**src/rtl/alu_core.sv**
```systemverilog
// Registered 4-bit ALU execute stage producing an 8-bit result one cycle after capture.
// Optional status flags (zero, neg) are built when ALU_FLAGS_EN is defined.
module alu_core (
    input  logic       clk,
    input  logic       rst,
    input  logic       en,
    input  logic [3:0] a,
    input  logic [3:0] b,
    input  logic [2:0] s,
    output logic [7:0] y,
    output logic       valid
`ifdef ALU_FLAGS_EN
    ,
    output logic       zero,
    output logic       neg
`endif
);

    localparam int unsigned OP_W  = 4;
    localparam int unsigned RES_W = 8;

    localparam logic [2:0] OP_ADD  = 3'b000;
    localparam logic [2:0] OP_SUB  = 3'b001;
    localparam logic [2:0] OP_MUL  = 3'b010;
    localparam logic [2:0] OP_AND  = 3'b011;
    localparam logic [2:0] OP_OR   = 3'b100;
    localparam logic [2:0] OP_XOR  = 3'b101;
    localparam logic [2:0] OP_NOR  = 3'b110;
    localparam logic [2:0] OP_XNOR = 3'b111;

    logic [RES_W-1:0] a_ext_c;
    logic [RES_W-1:0] b_ext_c;
    logic [OP_W-1:0]  logic_c;
    logic [RES_W-1:0] result_c;

    assign a_ext_c = RES_W'(a);
    assign b_ext_c = RES_W'(b);

    // Logic ops stay 4 bits wide so the upper nibble of the result is always zero.
    always_comb begin
        logic_c = '0;
        case (s)
            OP_AND:  logic_c = a & b;
            OP_OR:   logic_c = a | b;
            OP_XOR:  logic_c = a ^ b;
            OP_NOR:  logic_c = ~(a | b);
            OP_XNOR: logic_c = ~(a ^ b);
            default: logic_c = '0;
        endcase
    end

    always_comb begin
        result_c = '0;
        case (s)
            OP_ADD:  result_c = a_ext_c + b_ext_c;
            OP_SUB:  result_c = a_ext_c - b_ext_c;
            OP_MUL:  result_c = a_ext_c * b_ext_c;
            default: result_c = RES_W'(logic_c);
        endcase
    end

    // Result register: captures on en, holds otherwise; valid marks a fresh result.
    always_ff @(posedge clk or posedge rst) begin
        if (rst) begin
            y     <= '0;
            valid <= 1'b0;
        end else begin
            valid <= en;
            if (en) begin
                y <= result_c;
            end
        end
    end

`ifdef ALU_FLAGS_EN
    // Flags follow y exactly; neg only reports a borrow out of subtraction.
    always_ff @(posedge clk or posedge rst) begin
        if (rst) begin
            zero <= 1'b0;
            neg  <= 1'b0;
        end else if (en) begin
            zero <= (result_c == '0);
            neg  <= (s == OP_SUB) && (a < b);
        end
    end
`endif

endmodule

```
**config.mk**
```make
export PLATFORM = sky130hd
export DESIGN_NAME = alu_core
export DESIGN_NICKNAME = d
export VERILOG_FILES = /design/src/rtl/alu_core.sv
export SDC_FILE = /design/constraint.sdc
export NUM_CORES = 1
export LEC_CHECK = 0
export BUFFER_PORTS_ARGS = -buffer_cell sky130_fd_sc_hd__buf_2
export CAP_MARGIN = 20
export CORE_ASPECT_RATIO = 0.6
export CORE_MARGIN = 2
export CORE_UTILIZATION = 60
export DETAILED_ROUTE_END_ITERATION = 6
export PLACE_DENSITY = 0.84
export SLEW_MARGIN = 10
export SYNTH_ARGS = -nofsm -noshare
export SYNTH_HDL_FRONTEND = slang
export SYNTH_SLANG_ARGS = --single-unit
```
**constraint.sdc**
```tcl
create_clock -name clk -period 1.6 [get_ports clk]
set_input_delay 0.32 -clock clk [delete_from_list [all_inputs] [get_ports clk]]
set_output_delay 0.32 -clock clk [all_outputs]
set_load 0.005 [all_outputs]
```
==> results.md, run 1 <==
* Placer congestion estimate at 0.900
* Main area contributors after synthesis: ha_1 22%, dfrtp_1 16%, fa_1 8.7%
* Clk Tree Root Cell: clkbuf_8
* Overflow after GRT at 2
* #FFs+latches synth at 9
* Port Buffers at 22
* Error message: [ERROR GRT-0232] Routing congestion too high. Check the congestion heatmap in the GUI.
* Synthesized area at 1380 sq um
* # IOs at 23
* H-tree levels at 1
* Die Height at 41.2 um
* Synth warn at 0
* EDFF count, synth at 0
* Cells after Synth at 162
* Worst setup endpoint GRT: y[3]$_DFFE_PP0P_/D
* Top-count cell post-synth: ha_1
* Number of core rows at 13
* Top cells by count, synth: 24 x ha_1, 20 x inv_1, 16 x nor2_1
* Clock Path Buffers at 2
* Initial core utilization at 0.634
* Netlist cell types at 49
* Clock sinks at 9
* Status: aborted with a tool error
* Synth async-reset ratio at 1.00
* Stopping stage: 5_1_grt
* Worst_ep kind: register data pin
* Sequential share of the synthesized area at 0.163
* Most used DFF post-synth: dfrtp_1
* Die X at 65.9 um
* CTS buffer count at 3
* Syn avg cell area at 8.53 sq um
* Share of the synthesized area in the top cell type at 0.217
* Largest net degree at the start of global routing at 22
* Cell taking the most area after synthesis: ha_1
* Tot GR Track Use at 0.652
* Final HPWL DP at 3.83 mm
* Setup WS pre-CTS at -1.27 ns
* Mapped Nets at 206
-- per-stage QoR --
step / util / hold WS (ns) / instances / setup TNS [ns] / area (sq um)
CTS: 0.928 / 0.0514 / 250 / -5.21 / 2020
detailed placement: 0.842 / 0.297 / 245 / -7.42 / 1830
global placement: 0.842 / 0.286 / 245 / -6.82 / 1830
floorplan: - / 0.148 / 162 / -4.60 / 1450
-- timing repair --
| item | CTS |
|---|---|
| resized for setup | 26 |
| hold buffers | 0 |
| pin swaps | 15 |
| setup endpoints to repair | 7 |
| buffers inserted | 1 |
-- cell families after synthesis --
family | share of synthesized area
multiplexers | 0.0308
adder cells (fa/ha/maj) | 0.304
buffers and inverters | 0.0842
flip-flops | 0.163
XOR/XNOR | 0.0254
AND/OR/NAND/NOR | 0.187
AO/OA/AOI/OAI | 0.206
-- per-layer routing --
metal,GRT usage,overflow
met1,0.627,0
met4,0.709,1
met2,0.879,1
met5,0.229,0
met3,0.473,0
==> inputs of run 2 (changes only) <==
--- a/config.mk
+++ b/config.mk
@@ -7,11 +7,10 @@
 export LEC_CHECK = 0
 export BUFFER_PORTS_ARGS = -buffer_cell sky130_fd_sc_hd__buf_2
 export CAP_MARGIN = 20
-export CORE_ASPECT_RATIO = 0.6
-export CORE_MARGIN = 2
-export CORE_UTILIZATION = 60
+export CORE_AREA = 2 2 63 65
 export DETAILED_ROUTE_END_ITERATION = 6
-export PLACE_DENSITY = 0.84
+export DIE_AREA = 0 0 65 67
+export PLACE_DENSITY_LB_ADDON = 0.15
 export SLEW_MARGIN = 10
 export SYNTH_ARGS = -nofsm -noshare
 export SYNTH_HDL_FRONTEND = slang
==> run 2 against run 1 <==
Effect of this change: the flow now finishes, with violations (setup timing); area after synthesis unchanged; synthesized cell count did not move.
==> results.md, run 2 <==
* Synth async-reset ratio at 1.00
* Peak VDD IR at 0.343 mV
* Largest net degree at the start of global routing at 22
* Reg2Reg Setup Slack at 0.81 ns
* CTS tree: done
* Biggest register: y
* Synth warn at 0
* Final Hold Viols at 0
* Cell taking the most area after synthesis: ha_1
* Final Max Slew Viols at 0
* Vias in the first global route at 1426
* Initial antenna violation count at 0
* RSZ-0062 raised after global routing: true
* P&R area growth vs syn at 57.9%
* First-pass GRT wire length at 6.33 mm
* ANT cells at 0
* Required time worst endpoint at 1.72 ns
* # IOs at 23
* Worst Setup Start Kind: input port
* CTS buffer count at 3
* Worst min path class: in -> async
* Fin nets at 273
* Final period util at 1.55
* Final setup viols at 7
* Pleak at 1.07 nW
* Synthesized area at 1380 sq um
* Drt via density at 5.12
* Clk Tree Root Cell: clkbuf_8
* Sequential Power Share at 0.226
* Drt pass-1 iters at 4
* Tot GR Track Use at 0.188
* H-tree levels at 1
* Reg-to-reg critical path startpoint: y[6]
* CP cell instances: buf_8, nand2_4, fa_1, inv_1, fa_1, inv_2, fa_2, inv_1, mux2i_1, a221oi_1, a32o_1
* Max cap viols at 0
* Clk pwr share at 0.234
* Main area contributors after synthesis: ha_1 22%, dfrtp_1 16%, fa_1 8.7%
* Cts hold-fix bufs at 0
* Most used DFF post-synth: dfrtp_1
* EDFF count, synth at 0
* Post-route ant nets at 0
* Core box area at 3610 sq um
* Setup WS pre-CTS at -1.22 ns
* Hold slack at 0.0366 ns
* Share of the synthesized area in the top cell type at 0.217
* Commonest non-fill, non-tap cells in the layout: 40 x buf_4, 16 x buf_2, 15 x inv_1, 15 x ha_1, 12 x nor2_1
* Number of core rows at 22
* Sw Ratio at 0.344
* Largest register FFs at 8
* #FFs+latches synth at 9
* Clock Path Buffers at 2
* Placer congestion estimate at 0.840
* R2R cell count at 2
* Overflow after GRT at 0
* Critical path class: in -> reg
* Status: finished, violations left
* Port Buffers at 22
* Reg2reg end: y[6]
* Worst-Skew Late Latency at 0.24 ns
* Commonest non-fill, non-tap cell in the layout: buf_4
* Slowest stage cell, crit path: fa_1
* Switch Pwr at 403 uW
* CP endpoint kind: flip-flop
* Worst EP arrival at 2.60 ns
* Layout cells sized above 1 at 0.478
* Initial core utilization at 0.383
* Worst Tran Pin Value at 0.356 ns
* # DRC at 0
* Max FO, Critical Path at 2
* Final Core Density at 0.605
* DRT iter0 DRCs at 36
* Avg WL per Cell at 13.5 um
* WL final at 3.74 mm
* Sequential share of the synthesized area at 0.163
* Clock sinks at 9
* Max Fclk at 404 MHz
* Internal power at 769 uW
* Logic pwr share at 0.539
* Reg clk slew, reported paths at 0.05 ns
* Worst Clk Skew at 0 ns
* Regs by FF count: y: 8 flops, valid: 1 flops
* Die Height at 67 um
* Failing checks: setup timing
* Tmin final at 2.47 ns
* Final HPWL DP at 3.06 mm
* Final Total Pwr at 1.17 mW
* Mapped Nets at 206
* Via count at 1412
* Worst setup margin at -0.874 ns
* Top cells by count, synth: 24 x ha_1, 20 x inv_1, 16 x nor2_1
* Worst path max stage delay at 0.53 ns
* Syn avg cell area at 8.53 sq um
* PD cells at 537 nW/um^2
* Slew margin rel. at 0.762
* Die ar. at 4360 sq um
* Top-count cell post-synth: ha_1
* Die X at 65 um
* Netlist cell types at 49
* Cells after Synth at 162
## run 2: cell counts after synthesis
Identical to the previous run, type by type.
## run 2: worst max path at each step
stage,start,endpoint
after CTS,b[3],y[3]
after global placement,a[2],y[3]
after global routing,b[3],y[3]
after floorplan,a[2],y[3]
final,b[3],y[3]
after detailed placement,a[2],y[3]
## run 2: kinds of logic after synthesis
logic type	Yosys count	synth area share
XOR/XNOR	4	0.0254
buffers and inverters	27	0.0842
adder cells (fa/ha/maj)	30	0.304
multiplexers	3	0.0308
AND/OR/NAND/NOR	49	0.187
AO/OA/AOI/OAI	40	0.206
flip-flops	9	0.163
## run 2: layout make-up
type / instances / area (sq um)
tap: 48 / 60.1
clock buffer: 4 / 45.0
multi-input combinational: 126 / 1240
fill: 335 / 1430
sequential: 9 / 225
inverter: 21 / 88.8
timing repair buffer: 68 / 523
## run 2: what timing repair did
action / 4_1_cts / 5_1_grt
resized for setup: 30 / 17
pin swaps: 13 / 16
setup buffers: 1 / 6
endpoints found under the setup margin: 7 / 7
## run 2: power by group through the flow
stage	logic [mW]	registers (mW)	clock network, mW
detailed placement	0.535	0.269	0
CTS	0.582	0.265	0.278
global route	0.701	0.268	0.294
finish	0.632	0.265	0.275
global placement	0.526	0.267	0
floorplan	0.311	0.271	0
## run 2: per-layer routing
metal,wire [um],global-route usage,vias to the layer above
met5,0,0,-
met4,17,0.0372,0
met3,111,0.0355,3
met2,2020,0.343,19
met1,1590,0.229,688
li1,-,-,702
## run 2: through the flow
stage          instances  cell area, sq um  setup TNS (ns)
2_1_floorplan        162              1450           -4.60
3_3_place_gp         265              1870           -7.00
3_5_place_dp         265              1870           -7.11
4_1_cts              270              2060           -4.49
5_1_grt              276              2180           -5.32
6_report             276              2180           -4.75
## run 2: critical path, delay by kind of cell
family	cells	cell delay, ns
AOI/OAI and AO/OA	2	0.37
adders and majority gates	3	1.55
buffers and inverters	4	0.21
muxes	1	0.12
and+or+nand+nor	1	0.04
Power figures use the tool's default switching activity.
